<file path="src/rtl/if_pkg.sv">
// Shared types and defaults for the instruction-fetch stage.
package if_pkg;

    localparam int XLEN = 32;

    localparam logic [XLEN-1:0] RESET_PC_DEF = 32'h0000_0000;
    localparam logic [XLEN-1:0] PC_INCR_DEF  = 32'd4;

    // FETCH: normal operation. DRAIN: waiting out a request orphaned by a redirect.
    typedef enum logic {
        ST_FETCH = 1'b0,
        ST_DRAIN = 1'b1
    } fetch_state_t;

    // One fetched instruction together with the address it came from.
    typedef struct packed {
        logic [XLEN-1:0] pc;
        logic [XLEN-1:0] ir;
    } fetch_pair_t;

endpackage

</file>
<file path="src/rtl/if_fetch_unit_if.sv">
// Instruction-memory read channel: req/addr out of the fetch unit, ack/rdata back.
interface if_fetch_unit_if import if_pkg::*; ();

    logic            imem_req_out;
    logic [XLEN-1:0] imem_addr_out;
    logic            imem_ack_in;
    logic [XLEN-1:0] imem_rdata_in;

    modport master (
        output imem_req_out,
        output imem_addr_out,
        input  imem_ack_in,
        input  imem_rdata_in
    );

    modport slave (
        input  imem_req_out,
        input  imem_addr_out,
        output imem_ack_in,
        output imem_rdata_in
    );

endinterface

</file>
<file path="src/rtl/if_skid_buffer.sv">
// One-entry {pc, ir} holding register that parks a memory response while ID is stalled.
module if_skid_buffer
    import if_pkg::*;
(
    input  logic        clk,
    input  logic        rst_n,
    input  logic        i_wr_en,
    input  logic        i_rd_en,
    input  logic        i_clear,
    input  fetch_pair_t i_data,
    output fetch_pair_t o_data,
    output logic        o_full
);

    fetch_pair_t r_data;
    logic        r_full;

    // Occupancy flag: a flush beats a write, a write beats a read.
    always_ff @(posedge clk or negedge rst_n) begin
        if (!rst_n) begin
            r_full <= 1'b0;
        end else if (i_clear) begin
            r_full <= 1'b0;
        end else if (i_wr_en) begin
            r_full <= 1'b1;
        end else if (i_rd_en) begin
            r_full <= 1'b0;
        end
    end

    // Payload is captured only on a write that is not being flushed.
    always_ff @(posedge clk or negedge rst_n) begin
        if (!rst_n) begin
            r_data <= '0;
        end else if (i_wr_en && !i_clear) begin
            r_data <= i_data;
        end
    end

    assign o_data = r_data;
    assign o_full = r_full;

endmodule

</file>
<file path="src/rtl/if_fetch_unit.sv">
// Instruction-fetch stage: owns the PC, talks req/ack to instruction memory and
// presents {pc, ir} to ID with valid/stall, parking one response in a skid buffer.
module if_fetch_unit
    import if_pkg::*;
#(
    parameter logic [XLEN-1:0] RESET_PC = RESET_PC_DEF,
    parameter logic [XLEN-1:0] PC_INCR  = PC_INCR_DEF
) (
    input  logic            clk,
    input  logic            rst_n,
    input  logic            stall_in,
    input  logic            redirect_in,
    input  logic [XLEN-1:0] redirect_pc_in,
    if_fetch_unit_if.master imem,
    output logic [XLEN-1:0] pc_out,
    output logic [XLEN-1:0] ir_out,
    output logic            valid_out
);

    fetch_state_t    r_state;
    fetch_state_t    w_state_next;
    logic [XLEN-1:0] r_fetch_pc;
    logic [XLEN-1:0] r_req_addr;
    logic            r_req;
    logic [XLEN-1:0] r_pc;
    logic [XLEN-1:0] r_ir;
    logic            r_valid;

    logic            w_ack;
    logic            w_hold_req;
    logic            w_slot_free;
    logic            w_load_mem;
    logic            w_load_skid;
    logic            w_skid_wr;
    logic            w_skid_full;
    logic            w_skid_full_next;
    logic [XLEN-1:0] w_fetch_pc_next;
    fetch_pair_t     w_skid_in;
    fetch_pair_t     w_skid_out;

    assign w_skid_in = {r_fetch_pc, imem.imem_rdata_in};

    if_skid_buffer u_skid (
        .clk     (clk),
        .rst_n   (rst_n),
        .i_wr_en (w_skid_wr),
        .i_rd_en (w_load_skid),
        .i_clear (redirect_in),
        .i_data  (w_skid_in),
        .o_data  (w_skid_out),
        .o_full  (w_skid_full)
    );

    // FSM state register.
    always_ff @(posedge clk or negedge rst_n) begin
        if (!rst_n) begin
            r_state <= ST_FETCH;
        end else begin
            r_state <= w_state_next;
        end
    end

    // Redirect with an unanswered request must wait that request out in DRAIN.
    always_comb begin
        w_state_next = r_state;
        if (redirect_in) begin
            w_state_next = (r_req && !imem.imem_ack_in) ? ST_DRAIN : ST_FETCH;
        end else if (r_state == ST_DRAIN && r_req && imem.imem_ack_in) begin
            w_state_next = ST_FETCH;
        end
    end

    // Per-cycle decode: where an ack goes, whether the skid drains, next fetch PC.
    always_comb begin
        w_ack           = r_req && imem.imem_ack_in;
        w_hold_req      = r_req && !imem.imem_ack_in;
        w_slot_free     = !r_valid || !stall_in;
        w_load_mem      = 1'b0;
        w_load_skid     = 1'b0;
        w_skid_wr       = 1'b0;
        w_fetch_pc_next = r_fetch_pc;
        if (redirect_in) begin
            w_fetch_pc_next = redirect_pc_in;
        end else if (r_state == ST_FETCH) begin
            if (w_ack) begin
                w_fetch_pc_next = r_fetch_pc + PC_INCR;
                if (w_slot_free) begin
                    w_load_mem = 1'b1;
                end else begin
                    w_skid_wr = 1'b1;
                end
            end else if (w_skid_full && w_slot_free) begin
                w_load_skid = 1'b1;
            end
        end
        w_skid_full_next = w_skid_wr || (w_skid_full && !w_load_skid && !redirect_in);
    end

    // PC and memory request: an unanswered request is frozen; otherwise request
    // the next fetch PC whenever the skid will be empty.
    always_ff @(posedge clk or negedge rst_n) begin
        if (!rst_n) begin
            r_fetch_pc <= RESET_PC;
            r_req      <= 1'b0;
            r_req_addr <= RESET_PC;
        end else begin
            r_fetch_pc <= w_fetch_pc_next;
            if (!w_hold_req) begin
                r_req      <= !w_skid_full_next;
                r_req_addr <= w_fetch_pc_next;
            end
        end
    end

    // Output slot toward ID: flush on redirect, else load from memory or skid,
    // else empty once consumed; held while stalled.
    always_ff @(posedge clk or negedge rst_n) begin
        if (!rst_n) begin
            r_pc    <= '0;
            r_ir    <= '0;
            r_valid <= 1'b0;
        end else if (redirect_in) begin
            r_valid <= 1'b0;
        end else if (w_load_mem) begin
            r_pc    <= r_fetch_pc;
            r_ir    <= imem.imem_rdata_in;
            r_valid <= 1'b1;
        end else if (w_load_skid) begin
            r_pc    <= w_skid_out.pc;
            r_ir    <= w_skid_out.ir;
            r_valid <= 1'b1;
        end else if (!stall_in) begin
            r_valid <= 1'b0;
        end
    end

    assign imem.imem_req_out  = r_req;
    assign imem.imem_addr_out = r_req_addr;
    assign pc_out             = r_pc;
    assign ir_out             = r_ir;
    assign valid_out          = r_valid;

endmodule

</file>
<file path="src/flat_wrapper.sv">
// flat-port wrapper written by rule: the top's interface ports become plain ports
module if_fetch_unit_flat import if_pkg::*;
#(
    parameter logic [XLEN-1:0] RESET_PC = RESET_PC_DEF,
    parameter logic [XLEN-1:0] PC_INCR  = PC_INCR_DEF
)
  (clk, rst_n, stall_in, redirect_in, redirect_pc_in, pc_out, ir_out, valid_out, imem_imem_req_out, imem_imem_addr_out, imem_imem_ack_in, imem_imem_rdata_in);
  if_fetch_unit_if imem_i ();
  input  logic clk;
  input  logic rst_n;
  input  logic stall_in;
  input  logic redirect_in;
  input  logic [XLEN-1:0] redirect_pc_in;
  output logic [XLEN-1:0] pc_out;
  output logic [XLEN-1:0] ir_out;
  output logic valid_out;
  output wire logic [$bits(imem_i.imem_req_out)-1:0] imem_imem_req_out;
  output wire logic [$bits(imem_i.imem_addr_out)-1:0] imem_imem_addr_out;
  input wire logic [$bits(imem_i.imem_ack_in)-1:0] imem_imem_ack_in;
  input wire logic [$bits(imem_i.imem_rdata_in)-1:0] imem_imem_rdata_in;
  assign imem_imem_req_out = imem_i.imem_req_out;
  assign imem_imem_addr_out = imem_i.imem_addr_out;
  assign imem_i.imem_ack_in = imem_imem_ack_in;
  assign imem_i.imem_rdata_in = imem_imem_rdata_in;
  if_fetch_unit #(.RESET_PC(RESET_PC), .PC_INCR(PC_INCR)) u_core (.clk(clk), .rst_n(rst_n), .stall_in(stall_in), .redirect_in(redirect_in), .redirect_pc_in(redirect_pc_in), .imem(imem_i), .pc_out(pc_out), .ir_out(ir_out), .valid_out(valid_out));
endmodule
</file>
<file path="config.mk">
export PLATFORM = sky130hd
export DESIGN_NAME = if_fetch_unit_flat
export DESIGN_NICKNAME = d
export VERILOG_FILES = /design/src/rtl/if_pkg.sv /design/src/rtl/if_fetch_unit_if.sv /design/src/rtl/if_skid_buffer.sv /design/src/rtl/if_fetch_unit.sv /design/src/flat_wrapper.sv
export SDC_FILE = /design/constraint.sdc
export NUM_CORES = 1
export LEC_CHECK = 0
export CAP_MARGIN = 20
export CORE_MARGIN = 3
export CORE_UTILIZATION = 52
export DETAILED_ROUTE_END_ITERATION = 16
export MAX_ROUTING_LAYER = met4
export PLACE_DENSITY = 0.82
export SLEW_MARGIN = 10
export SYNTH_ARGS = -nofsm -noshare
export SYNTH_HDL_FRONTEND = slang
export SYNTH_SLANG_ARGS = --single-unit
</file>
<file path="constraint.sdc">
create_clock -name clk -period 2.4 [get_ports clk]
set_input_delay 0.24 -clock clk [delete_from_list [all_inputs] [get_ports clk]]
set_output_delay 0.24 -clock clk [all_outputs]
set_load 0.02 [all_outputs]
</file>
### Yosys cells after proc, flatten, opt, wreduce, memory -nomap -nowiden

Cells that the tools add are included.

* register bits: 196
* word-level logic and storage cells: 62

* multiplexer cells: 29
* add/subtract/negate cells: 1
* equality and inequality tests: 1
* bitwise operators: 1
* reductions and logical operators: 20

Operators with widths (number)
* $mux 32: 7
* $add 32x3->32 const B: 1
* $mux 1: 22
* $logic_and 1x1->1: 8
* $logic_not 1->1: 6
* $ne 4x1->1 const B: 1
* $reduce_bool 2->1: 2
* $reduce_bool 3->1: 1
* $logic_or 1x1->1: 2
* $reduce_and 2->1: 1
* $not 1->1: 1

### Longest topological paths before layout

* depth in word-level cells: 12
* gate-level depth with buffers: 8

### By module

Synthesis repeated with hierarchy kept, for this count alone.

* cell total of the unflattened synthesis: 741
* area, all modules: 9032.4 um2

Modules (own cells, without submodules)
* if_fetch_unit: instances 1, area an instance 6291.0 um2, cells each 601, sequential area each 3278.1 um2
* if_skid_buffer: instances 1, area an instance 2741.4 um2, cells each 140, sequential area each 1626.6 um2

### Worst setup path before layout

No wires, ideal clock.

* kind: reg2reg
* start: reg u_core.r_req (netlist: u_core.imem.imem_req_out)
* end: reg u_core.r_req_addr[28] (netlist: u_core.imem.imem_addr_out[28])
* cell stages (with the launch flop): 8
* data arrival time: 1928 ps
* library setup time: 126 ps
* path buffers: 2
* path slack: 346 ps
* required time: 2274 ps
* cell sequence: dfrtp_1 > buf_6 > and4b_1 > clkbuf_1 > nand4_1 > nor4_1 > xor2_1 > a221o_1

* cells in the longest elaborated chain, start to end: 4
* elaborated cells on any way between the ends: 5
* those cells by class: mux: 3; reduce/logical: 2

RTL lines
* from (decl): RTL line if_fetch_unit.sv:24 `logic r_req;`
* from (signal assigned): RTL line if_fetch_unit.sv:109 `r_req <= !w_skid_full_next;`
* $logic_and 1x1->1: RTL line if_fetch_unit.sv:75 `w_ack = r_req && imem.imem_ack_in;`
* $mux 32: RTL line if_fetch_unit.sv:85 `if (w_ack) begin`
* $mux 32: RTL line if_fetch_unit.sv:84 `end else if (r_state == ST_FETCH) begin`
* $mux 32: RTL line if_fetch_unit.sv:82 `if (redirect_in) begin`
* to (signal assigned): RTL line if_fetch_unit.sv:110 `r_req_addr <= w_fetch_pc_next;`
* to (decl): RTL line if_fetch_unit.sv:23 `logic [XLEN-1:0] r_req_addr;`

Several ways; a longest one is shown, not always the timed one.
A chain may end at the register's enable or synchronous reset.

### Worst setup path after layout

* start: reg u_core.r_fetch_pc[4]
* end: reg u_core.r_req_addr[19] (netlist: u_core.imem.imem_addr_out[19])

* cells in the longest elaborated chain, start to end: 4

RTL lines
* from (decl): RTL line if_fetch_unit.sv:22 `logic [XLEN-1:0] r_fetch_pc;`
* from (signal assigned): RTL line if_fetch_unit.sv:107 `r_fetch_pc <= w_fetch_pc_next;`
* $add 32x3->32: RTL line if_fetch_unit.sv:86 `w_fetch_pc_next = r_fetch_pc + PC_INCR;`
* $mux 32: RTL line if_fetch_unit.sv:85
* $mux 32: RTL line if_fetch_unit.sv:84
* $mux 32: RTL line if_fetch_unit.sv:82

No other way between the ends.

==> flow_summary_export.csv <==
group,metric,value,unit
synth,yosysTopAreaCell,"dfrtp_1",
cts,clkLatencyLatePin,420,ps
critical_path,required,2690,ps
layout,n_antenna_cell,0,
synth,synth_xor_area_frac,0.0259,
synth,synth_fa_ha_area_frac,0.00148,
synth,synth.top_cell.area_share,0.581,
synth,synth_edf_count,0,
sta,timing.setup.tns,0,ps
cts,cts_buffers,17,
sta,drv_slew,0,
global_routing,grt.total_usage,0.257,
detailed_routing,first_pass_iters,5,
synth,synth-simple-area-share,0.151,
detailed_routing,drc,0,
die,die_h,133,um
critical_path,rr_endpoint,"u_core.imem.imem_addr_out[19]",
critical_path,r2r-start,"u_core.r_fetch_pc[4]",
critical_path,cp_max_fo,7,
sta,max_freq,455,MHz
synth,synth_async_sr_flop_share,1.00,
critical_path,critPathCapture,"u_core.imem.imem_addr_out[19]",
sta,rsz0062_at_grt,"false",
cts,cts_tree,"yes",
place,dp_hpwl,14700,um
die,initial_core_util,0.543,
detailed_routing,viasPerCell,5.73,
place,portBuffers,166,
synth,ys_seq_elements,196,
die,coreArea,15500,um^2
die,io_pins,167,
critical_path,endpoint_kind,"flop",
critical_path,crit_arrival,2490,ps
sta,period_share,0.917,
cts,cts_root_buf,"clkbuf_16",
synth,syn_area_per_cell,11.2,um^2
detailed_routing,drtIter0Drc,558,
global_routing,grt_pass1_vias,6751,
place,dp_slack,46.0,ps
die,rows,45,
die,die-area,17800,um^2
synth,synth.distinct_cells,50,
critical_path,critPathLaunch,"u_core.r_fetch_pc[4]",
global_routing,grt_max_degree,67,
synth,ys_top_cells_by_area,"dfrtp_1 (58%), mux2_2 (11%), nand2_1 (4.8%), nor2_1 (4.0%), a22oi_1 (2.8%)",
synth,synth_top_family_by_area,"simple AND/OR/NAND/NOR gates",
cts,clk_pin_slew,70,ps
synth,ys_seq_area_frac,0.581,
cts,clk_path_buf_depth,2,
layout,drive_gt1_frac,0.181,
critical_path,r2r_cells,5,
pwr,power.total,9350,uW
sta,finalSetupViolCount,0,
synth,syn_nets,821,
sta,relSlewSlack,0.505,
global_routing,grt-ovfl-total,0,
sta,worst_slew_pin_slew,740,ps
synth,post-synth-top-count-cell,"dfrtp_1",
cts,cts_htree_levels,4,
cts,post_cts_resized,0,
synth,synth_flop_cell,"dfrtp_1",
global_routing,antenna_found_initial,0,
pwr,p_leak,0.00489,uW
detailed_routing,vias,6540,
global_routing,grt_pass1_wl,35400,um
critical_path,critPathKind,"reg -> reg",
critical_path,reg2reg_slack,200,ps
synth,synth_common_cells,"dfrtp_1 (196), nand2_1 (108), nor2_1 (90)",
synth,synth_compound_area_frac,0.0907,
synth,synthMuxAreaShare,0.117,
critical_path,timing.critical_path.from_type,"flop",
pwr,irDropWorstVdd,516,uV
place,gp_congestion,0.866,
synth,ys_warn_count,0,
synth,netlist_area,8450,um^2
sta,hold_viol_final,0,
layout,area_growth_syn_to_layout,30.7,%
status,status,"finished, final reports clean",
detailed_routing,routed_wl,21900,um
detailed_routing,wire_per_inst,19.2,um
layout,nets,988,
pwr,power.density,847,nW/um^2
layout,final_util,0.710,
synth,syn_inst,751,
cts,cts.sinks,196,
sta,fin_crit,2200,ps
detailed_routing,postRouteAntennaNets,0,
worst_hold_path,hold_class,"in -> async",
run,maxCapViolations,0,
die,die_w,133,um
sta,fin_skew,6.45,ps
sta,setup_slack,200,ps
where the power goes:
group          switching (uW)  internal (uW)
logic                    1080           1120
clock network            1190           1560
registers                 440           3950
total                    2710           6640
metrics by stage:
step	instances	area, um^2	hold slack [ps]
after floorplan	751	8450	-55.6
after global placement	1108	10400	272
after detailed placement	1109	10500	276
after CTS	1141	11000	401
after global routing	1141	11000	424
final	1141	11000	378
sequential cells by signal, indices dropped and copies added (netlist names):
name,count
u_core.imem.imem_addr_out,32
u_core.imem.imem_req_out,1
u_core.ir_out,32
u_core.pc_out,32
u_core.r_fetch_pc,32
u_core.r_state,1
u_core.u_skid.o_data,64
u_core.u_skid.o_full,1
u_core.valid_out,1
worst min path at each step:
stage	to	slack, ps	depth (start not counted)
floorplan	u_core.imem.imem_addr_out[0]	-60	0
global placement	u_core.u_skid.o_data[48]	270	1
detailed placement	u_core.r_fetch_pc[16]	280	1
CTS	u_core.u_skid.o_data[45]	400	2
global route	u_core.u_skid.o_data[45]	420	2
finish	u_core.pc_out[17]	380	2
cells by family after synthesis:
group	count (synthesis)
muxes	88
adders and majority gates	1
and+or+nand+nor	277
DFF	196
buffers and inverters	57
xor gates and xnor gates	25
AOI/OAI and AO/OA	107
repair_timing:
action	CTS	global route
hold buffers	1	0
setup buffers	0	0
hold endpoints to repair	61	0
critical path: stages (launching register included):
cell and delay [ps]:
dfrtp_1 500, nand3_2 140, or4_1 740, o31a_2 350, nor3_1 220, o31ai_1 130
placed cells by master (no fill, tap or decap), types with 4 or more instances in the layout:
master / n
dfrtp_1: 196
clkdlybuf4s50_1: 165
nand2_1: 108
nor2_1: 89
mux2_2: 84
a22oi_1: 32
o22ai_1: 32
buf_4: 28
clkbuf_16: 17
o21ai_0: 16
nand3_1: 14
xor2_1: 14
nor3_1: 12
and3_1: 11
xnor2_1: 11
a221o_1: 9
nor4_1: 8
nand4_1: 6
clkbuf_8: 6
a21oi_1: 5
clkinvlp_4: 5
buf_12: 5
inv_1: 4
mux2i_1: 4
o31ai_1: 4
metal layers:
metal,vias up,GRT usage,share of wire
met1,3294,0.348,0.44
met2,246,0.392,0.48
met3,32,0.0536,0.064
li1,2968,-,-
met4,0,0.0829,0.018
met5,-,-,0
final cells by class:
type / count / area, um^2
flip-flops and latches: 196 / 4900
clock buffers: 24 / 502
multi-input cells: 498 / 3290
fillers: 1097 / 4500
inverters: 5 / 18.8
clock inverters: 7 / 72.6
well taps: 211 / 264
repair buffers: 200 / 1990
Power figures use the tool's default switching activity.
